### config.mk
export PLATFORM = sky130hd
export DESIGN_NAME = glb_bank_arbiter
export DESIGN_NICKNAME = d
export VERILOG_FILES = /design/src/rtl/glb_bank_arbiter.sv
export SDC_FILE = /design/constraint.sdc
export NUM_CORES = 1
export LEC_CHECK = 0
export CORE_AREA = 3 3 221 223
export CTS_CLUSTER_SIZE = 28
export DETAILED_ROUTE_END_ITERATION = 8
export DIE_AREA = 0 0 224 226
export RECOVER_POWER = 50
export REMOVE_ABC_BUFFERS = 1
export SYNTH_ARGS = -nofsm -noshare
export SYNTH_HDL_FRONTEND = slang
export SYNTH_SLANG_ARGS = --single-unit
export TNS_END_PERCENT = 100
### constraint.sdc
create_clock -name clk -period 11.6 [get_ports clk]
set_input_delay 2.32 -clock clk [delete_from_list [all_inputs] [get_ports clk]]
set_output_delay 2.32 -clock clk [all_outputs]
set_load 0.02 [all_outputs]
### src/rtl/glb_bank_arbiter.sv
// Shares one single-port SRAM bank between processor (0), stream (1) and parallel-config (2)
// requesters. Optional build macro GLB_BANK_ARB_PROC_PRIO_EN gives the processor strict priority.
module glb_bank_arbiter #(
  parameter int ADDR_WIDTH = 19,
  parameter int DATA_WIDTH = 64,
  parameter int RD_LATENCY = 2
) (
  input  logic                                          clk,
  input  logic                                          reset,
  input  logic                                          clk_en,
  input  logic [2:0]                                    req_valid,
  output logic [2:0]                                    req_ready,
  input  logic [2:0]                                    req_wr,
  input  logic [3*ADDR_WIDTH-1:0]                       req_addr,
  input  logic [3*DATA_WIDTH-1:0]                       req_data,
  input  logic [3*(DATA_WIDTH/8)-1:0]                   req_strb,
  output logic [2:0]                                    rsp_valid,
  output logic [DATA_WIDTH-1:0]                         rsp_data,
  output logic                                          mem_cen,
  output logic                                          mem_wen,
  output logic [ADDR_WIDTH-$clog2(DATA_WIDTH/8)-1:0]    mem_addr,
  output logic [DATA_WIDTH-1:0]                         mem_data_in,
  output logic [DATA_WIDTH-1:0]                         mem_bit_sel,
  input  logic [DATA_WIDTH-1:0]                         mem_data_out,
  output logic [2:0]                                    rd_outstanding
);
  localparam int STRB_W = DATA_WIDTH / 8;
  localparam int OFF    = $clog2(STRB_W);
  localparam int MAW    = ADDR_WIDTH - OFF;

  function automatic logic [DATA_WIDTH-1:0] strb_to_mask(input logic [STRB_W-1:0] strb);
    logic [DATA_WIDTH-1:0] m;
    for (int b = 0; b < STRB_W; b++) m[8*b +: 8] = {8{strb[b]}};
    return m;
  endfunction

  function automatic logic [2:0] rr_pick(input logic [2:0] v, input logic [1:0] start);
    logic [2:0] g;
    g = 3'b000;
    case (start)
      2'd0: if (v[0]) g = 3'b001; else if (v[1]) g = 3'b010; else if (v[2]) g = 3'b100; else g = 3'b000;
      2'd1: if (v[1]) g = 3'b010; else if (v[2]) g = 3'b100; else if (v[0]) g = 3'b001; else g = 3'b000;
      2'd2: if (v[2]) g = 3'b100; else if (v[0]) g = 3'b001; else if (v[1]) g = 3'b010; else g = 3'b000;
      default: g = 3'b000;
    endcase
    return g;
  endfunction

  logic [2:0]            gnt_s;
  logic                  sel_wr_s;
  logic [ADDR_WIDTH-1:0] sel_addr_s;
  logic [DATA_WIDTH-1:0] sel_data_s;
  logic [STRB_W-1:0]     sel_strb_s;
  logic                  rd_accept_s, rsp_any_s;

  logic                  mem_cen_q, mem_cen_d, mem_wen_q, mem_wen_d;
  logic [MAW-1:0]        mem_addr_q, mem_addr_d;
  logic [DATA_WIDTH-1:0] mem_data_in_q, mem_data_in_d, mem_bit_sel_q, mem_bit_sel_d;
  logic [2:0]            issue_tag_q, issue_tag_d;
  logic [2:0]            tag_pipe_q [RD_LATENCY];
  logic [2:0]            tag_pipe_d [RD_LATENCY];
  logic [2:0]            rd_outstanding_q, rd_outstanding_d;

`ifdef GLB_BANK_ARB_PROC_PRIO_EN
  // rr_ptr_q = 0 prefers stream (1), 1 prefers parallel-config (2)
  logic rr_ptr_q, rr_ptr_d;

  // Grant selection: processor first, then 1/2 alternate
  always_comb begin
    gnt_s    = 3'b000;
    rr_ptr_d = rr_ptr_q;
    if (clk_en && !reset) begin
      if (req_valid[0]) gnt_s = 3'b001;
      else if (!rr_ptr_q) gnt_s = req_valid[1] ? 3'b010 : (req_valid[2] ? 3'b100 : 3'b000);
      else gnt_s = req_valid[2] ? 3'b100 : (req_valid[1] ? 3'b010 : 3'b000);
      if (gnt_s[1]) rr_ptr_d = 1'b1;
      else if (gnt_s[2]) rr_ptr_d = 1'b0;
      else rr_ptr_d = rr_ptr_q;
    end else begin
      gnt_s    = 3'b000;
      rr_ptr_d = rr_ptr_q;
    end
  end
`else
  logic [1:0] rr_ptr_q, rr_ptr_d;

  // Grant selection: scan upward from rr_ptr, pointer moves past the winner
  always_comb begin
    gnt_s    = 3'b000;
    rr_ptr_d = rr_ptr_q;
    if (clk_en && !reset) begin
      gnt_s = rr_pick(req_valid, rr_ptr_q);
      case (gnt_s)
        3'b001:  rr_ptr_d = 2'd1;
        3'b010:  rr_ptr_d = 2'd2;
        3'b100:  rr_ptr_d = 2'd0;
        default: rr_ptr_d = rr_ptr_q;
      endcase
    end else begin
      gnt_s    = 3'b000;
      rr_ptr_d = rr_ptr_q;
    end
  end
`endif

  // One-hot AND-OR mux of the winning request
  always_comb begin
    sel_wr_s   = 1'b0;
    sel_addr_s = {ADDR_WIDTH{1'b0}};
    sel_data_s = {DATA_WIDTH{1'b0}};
    sel_strb_s = {STRB_W{1'b0}};
    for (int i = 0; i < 3; i++) begin
      sel_wr_s   = sel_wr_s | (gnt_s[i] & req_wr[i]);
      sel_addr_s = sel_addr_s | ({ADDR_WIDTH{gnt_s[i]}} & req_addr[i*ADDR_WIDTH +: ADDR_WIDTH]);
      sel_data_s = sel_data_s | ({DATA_WIDTH{gnt_s[i]}} & req_data[i*DATA_WIDTH +: DATA_WIDTH]);
      sel_strb_s = sel_strb_s | ({STRB_W{gnt_s[i]}} & req_strb[i*STRB_W +: STRB_W]);
    end
  end

  // Issue register next state; bank fields hold on idle cycles
  always_comb begin
    mem_cen_d     = 1'b0;
    mem_wen_d     = mem_wen_q;
    mem_addr_d    = mem_addr_q;
    mem_data_in_d = mem_data_in_q;
    mem_bit_sel_d = mem_bit_sel_q;
    issue_tag_d   = 3'b000;
    if (|gnt_s) begin
      mem_cen_d     = 1'b1;
      mem_wen_d     = sel_wr_s;
      mem_addr_d    = MAW'(sel_addr_s >> OFF);
      mem_data_in_d = sel_data_s;
      mem_bit_sel_d = sel_wr_s ? strb_to_mask(sel_strb_s) : {DATA_WIDTH{1'b1}};
      issue_tag_d   = sel_wr_s ? 3'b000 : gnt_s;
    end else begin
      mem_cen_d   = 1'b0;
      issue_tag_d = 3'b000;
    end
  end

  // Read tags enter when the read is on the bank pins and emerge with its data
  always_comb begin
    tag_pipe_d[0] = issue_tag_q;
    for (int k = 1; k < RD_LATENCY; k++) tag_pipe_d[k] = tag_pipe_q[k-1];
  end

  assign rd_accept_s = |(gnt_s & ~req_wr);
  assign rsp_any_s   = |tag_pipe_q[RD_LATENCY-1];

  // Outstanding-read counter
  always_comb begin
    rd_outstanding_d = rd_outstanding_q;
    case ({rd_accept_s, rsp_any_s})
      2'b10:   rd_outstanding_d = rd_outstanding_q + 3'd1;
      2'b01:   rd_outstanding_d = rd_outstanding_q - 3'd1;
      default: rd_outstanding_d = rd_outstanding_q;
    endcase
  end

  // State registers
  always_ff @(posedge clk or posedge reset) begin
    if (reset) begin
      rr_ptr_q         <= '0;
      mem_cen_q        <= 1'b0;
      mem_wen_q        <= 1'b0;
      mem_addr_q       <= {MAW{1'b0}};
      mem_data_in_q    <= {DATA_WIDTH{1'b0}};
      mem_bit_sel_q    <= {DATA_WIDTH{1'b0}};
      issue_tag_q      <= 3'b000;
      rd_outstanding_q <= 3'd0;
      for (int k = 0; k < RD_LATENCY; k++) tag_pipe_q[k] <= 3'b000;
    end else begin
      rr_ptr_q         <= rr_ptr_d;
      mem_cen_q        <= mem_cen_d;
      mem_wen_q        <= mem_wen_d;
      mem_addr_q       <= mem_addr_d;
      mem_data_in_q    <= mem_data_in_d;
      mem_bit_sel_q    <= mem_bit_sel_d;
      issue_tag_q      <= issue_tag_d;
      rd_outstanding_q <= rd_outstanding_d;
      tag_pipe_q       <= tag_pipe_d;
    end
  end

  assign req_ready      = gnt_s;
  assign rsp_valid      = tag_pipe_q[RD_LATENCY-1];
  assign rsp_data       = mem_data_out;
  assign mem_cen        = mem_cen_q;
  assign mem_wen        = mem_wen_q;
  assign mem_addr       = mem_addr_q;
  assign mem_data_in    = mem_data_in_q;
  assign mem_bit_sel    = mem_bit_sel_q;
  assign rd_outstanding = rd_outstanding_q;

endmodule

Word-level counts from Yosys, hierarchy flattened
Index checks and enable logic that the tools add are counted.

cells by class
  add/subtract/negate cells = 2
  equal/unequal tests = 7
  muxes and demuxes = 18
  bitwise gates (word level) = 22
  reductions and logical operators = 9

operators by type and width
  operator             number
  $and 64x64->64       3
  $or 64x64->64        2
  $mux 64              1
  $and 19x19->19       3
  $or 19x19->19        2
  $mux 3               10
  $and 8x8->8          3
  $or 8x8->8           2
  $pmux 3 s3           1
  $reduce_or 3->1      3
  $pmux 2 s3           1
  $pmux 3 s2           1
  $eq 2x1->1 const B   2
  $eq 2x2->1 const B   2
  $mux 2               2
  $add 3x1->3 const B  1
  $and 1x1->1          3
  $and 3x3->3          1
  $eq 3x1->1 const B   1
  $eq 3x2->1 const B   1
  $eq 3x3->1 const B   1
  $not 3->3            1
  $reduce_bool 3->1    1
  $sub 3x1->3 const B  1
  7 further kinds      9

word-level totals
  register bits = 160
  logic and storage cells = 68

Depth between registers and ports, before layout
  depth after elaboration = 11
  gate-level depth with buffers = 12
  gate-level depth less buffers = 11

Least setup slack after synthesis
Ideal clock, no wire load.

  path kind = input to output
  start point = in reset
  end point = out req_ready[0]
  data arrival time = 5.778 ns
  setup slack = 3.502 ns
  stages = 5
  path buffers = 2
  path through = inv_1 > nand3_2 > buf_2 > clkbuf_1 > nor2_1

on the way
  cells in the longest elaborated chain, start to end = 3

RTL lines
  element                           line  source
  start, declared                   9     input logic reset,
  $logic_not 1->1 (no source line)  n/a
  $logic_and 1x1->1                 91    if (clk_en && !reset) begin
  $mux 3                            91
  end, declared                     12    output logic [2:0] req_ready,

No other way between the ends.

Worst setup path after layout
Ends and elaborated chain as after synthesis.

==> results.sh <==
export IMPL_hold_violations=0
export IMPL_cts_buffers_inserted=9
export IMPL_worstPathCellList="dlygate4sd3_1 > inv_4 > nand3_4 > buf_4 > nor2_1 > clkdlybuf4s50_1"
export IMPL_fillers=5083
export IMPL_power_internal_mw=1.31
export IMPL_grt_usage_pct=11.8
export IMPL_place_congestion=0.774
export IMPL_viasPerCell=4.08
export IMPL_crit_cells=6
export IMPL_first_global_vias=6100
export IMPL_cp_start_kind="input port"
export IMPL_path_delay_family="buffers and inverters"
export IMPL_max_stage_delay_ns=0.71
export IMPL_startpoint="reset"
export IMPL_synth_area_mux_share_pct=0.167
export IMPL_drtPass1Iterations=5
export IMPL_synth_edf_count=0
export IMPL_cap_violations=1
export IMPL_path_class="in2out"
export IMPL_ys_warn_count=0
export IMPL_syn_area_um2=5990
export IMPL_max_slew_margin_pct=-100
export IMPL_required_ns=9.28
export IMPL_timing_final_crit_share_pct=68.9
export IMPL_place_ws_ns=3.62
export IMPL_p_clk_share_pct=14.6
export IMPL_drive_gt1_share_pct=3.70
export IMPL_slowest_stage="nand3_4"
export IMPL_syn_inst=585
export IMPL_setup_violations=0
export IMPL_critical_path_arrival_ns=5.68
export IMPL_hpwl_um=24200
export IMPL_synth_seq_cells=104
export IMPL_clk_latency_ns=0.38
export IMPL_grt_max_degree=79
export IMPL_area_growth_pct=70.5
export IMPL_ir_drop_mv=0.0657
export IMPL_clk_path_buf_depth=2
export IMPL_n_antenna_cell=0
export IMPL_io_pin_count=565
export IMPL_row_count=79
export IMPL_cts_setup_buffers=0
export IMPL_seq_power_share_pct=28.9
export IMPL_clock_sinks=104
export IMPL_synthTopCellsByCount="120 x buf_4, 104 x dfrtp_1, 87 x a22oi_1"
export IMPL_period_minus_slack_ns=8.00
export IMPL_vias=6002
export IMPL_power_density_nw_per_um2=220
export IMPL_final_area_um2=10200
export IMPL_start_util_pct=12.8
export IMPL_synth_ff_type="dfrtp_1"
export IMPL_grt_overflow=0
export IMPL_violations="capacitance limit, slew limit"
export IMPL_worstMarginPinSlew_ns=3.00
export IMPL_utilization_pct=21.8
export IMPL_cts_root_buf="clkbuf_16"
export IMPL_portBuffers=427
export IMPL_synth_top_area_share_pct=43.5
export IMPL_hold_buffers=0
export IMPL_placed_cells=1455
export IMPL_outcome="complete, but fails checks"
export IMPL_final_setup_tns_ns=0
export IMPL_holdCritStartpoint="tag_pipe_d[0]"
export IMPL_grt_pass1_wl_um=42700
export IMPL_synth_compound_area_share_pct=28.1
export IMPL_swShare_pct=41.7
export IMPL_critPathBufInv=4
export IMPL_cellLeakagePower_nw=3.95
export IMPL_r2r_start="rr_ptr_q[1]"
export IMPL_wl_per_cell_um=21.2
export IMPL_synth_adder_area_share_pct=0.543
export IMPL_rsz0062_at_grt="no"
export IMPL_min_path_type="reg2reg"
export IMPL_layout_setup_ws_ns=3.60
export IMPL_drc=0
export IMPL_hold_path_depth=0
export IMPL_die_h_um=226
export IMPL_drt_initial_drc_count=275
export IMPL_timing_hold_ws_ns=0.348
export IMPL_yosysTopAreaCell="dfrtp_1"
export IMPL_synthArstFlopShare_pct=100
export IMPL_cts_resized=0
export IMPL_synth_top_family_by_area="compound AO/OA/AOI/OAI gates"
export IMPL_fin_cells=1471
export IMPL_yosys_cell_types_count=33
export IMPL_endpoint_kind="primary output"
export IMPL_wirelength_um=31200
export IMPL_finalClockSkew_ns=0.0114
export IMPL_report_final_slew_viol_count=52
export IMPL_power_mw=2.24
export IMPL_drt_antenna_violating_nets=0
export IMPL_core_area_um2=46800
export IMPL_path_clk_slew_ns=0.07
export IMPL_power_switching_uw=934
export IMPL_synthMostInstantiatedCell="buf_4"
export IMPL_h_tree_depth=3
export IMPL_cts_tree="done"
export IMPL_synth_simple_area_share_pct=7.10
export IMPL_synth_avg_cell_area_um2=10.2
export IMPL_antenna_found_initial=0
export IMPL_power_frac_comb_pct=56.6
export IMPL_num_nets_final=1207
export IMPL_yosysSeqAreaShare_pct=43.5
export IMPL_place_area_um2=9900
export IMPL_die_area_um2=50600
export IMPL_synth_area_top_cells="dfrtp_1 43%, buf_4 15%, a221o_1 13%"
export IMPL_synth_xor_area_share_pct=0.439
export IMPL_fmax_ghz=0.125
export IMPL_dieWidth_um=224
export IMPL_worstPathMaxFanout=56
export IMPL_worstRegToRegCells=6
## metal layers
metal	GRT usage, %	part of all wire (%)
met1	12.3	38
met4	3.80	2.0
met3	9.10	16
met2	17.7	43
met5	5.98	1.3
## flip-flops by register name, indices dropped and copies added, names as in the netlist
| signal | count |
|---|---|
| tag_pipe_d | 3 |
| mem_wen | 1 |
| rr_ptr_q | 2 |
| mem_cen | 1 |
| rsp_valid | 3 |
| mem_data_in | 64 |
| issue_tag_q | 3 |
| mem_addr | 16 |
| mem_bit_sel | 8 |
| rd_outstanding | 3 |
## kinds of logic (layout without fill, tap and decap cells)
logic type      after synthesis  in the layout
xor+xnor                      3              3
simple gates                104            104
flops                       104            104
mux                           1              1
fa+ha+maj                     2              2
compound gates              196            196
buf+inv                     175            454
## power by group through the flow
stage / logic [mW] / clock network (mW) / registers [mW]
after floorplan: 0.312 / 0 / 0.947
after global placement: 1.34 / 0 / 0.653
after detailed placement: 1.34 / 0 / 0.654
after CTS: 1.34 / 0.348 / 0.657
after global routing: 1.34 / 0.360 / 0.671
final: 1.27 / 0.326 / 0.647
## final timing paths
kind / end / slack [ns]
setup / recovery: req_ready[0] / 3.60
hold / removal: rsp_valid[0] / 0.35
setup reg to reg: mem_data_in[34] / 8.54
hold reg to reg: rsp_valid[0] / 0.35
max in group asynchronous: mem_data_in[30] / 5.71
min in group asynchronous: issue_tag_q[0] / 2.57
## cell usage in the layout (no fill, tap or decap), types with 2 or more instances in the layout
master | Yosys | final
a22oi_2 | 2 | 2
dfrtp_1 | 104 | 104
clkbuf_16 | 0 | 9
xor2_1 | 2 | 2
clkdlybuf4s50_1 | 0 | 323
a21o_1 | 2 | 2
a221o_1 | 80 | 80
o21ai_1 | 2 | 2
a22oi_1 | 87 | 87
a21oi_1 | 8 | 8
a2bb2oi_1 | 8 | 8
inv_1 | 5 | 4
dlygate4sd3_1 | 0 | 104
clkinvlp_4 | 0 | 4
nor3_1 | 11 | 11
o21ai_0 | 2 | 2
nor2_1 | 85 | 84
buf_4 | 120 | 5
## final cells by class
type,count,area [um^2],share of cell area (%)
multi-input cells,306,2200,21.6
inverters,5,21.3,0.208
well taps,607,759,7.44
clock inverters,6,68.8,0.674
clock buffers,10,239,2.34
flip-flops and latches,104,2600,25.5
repair buffers,433,4320,42.3
Note: power is estimated with default switching activity, not from simulation.
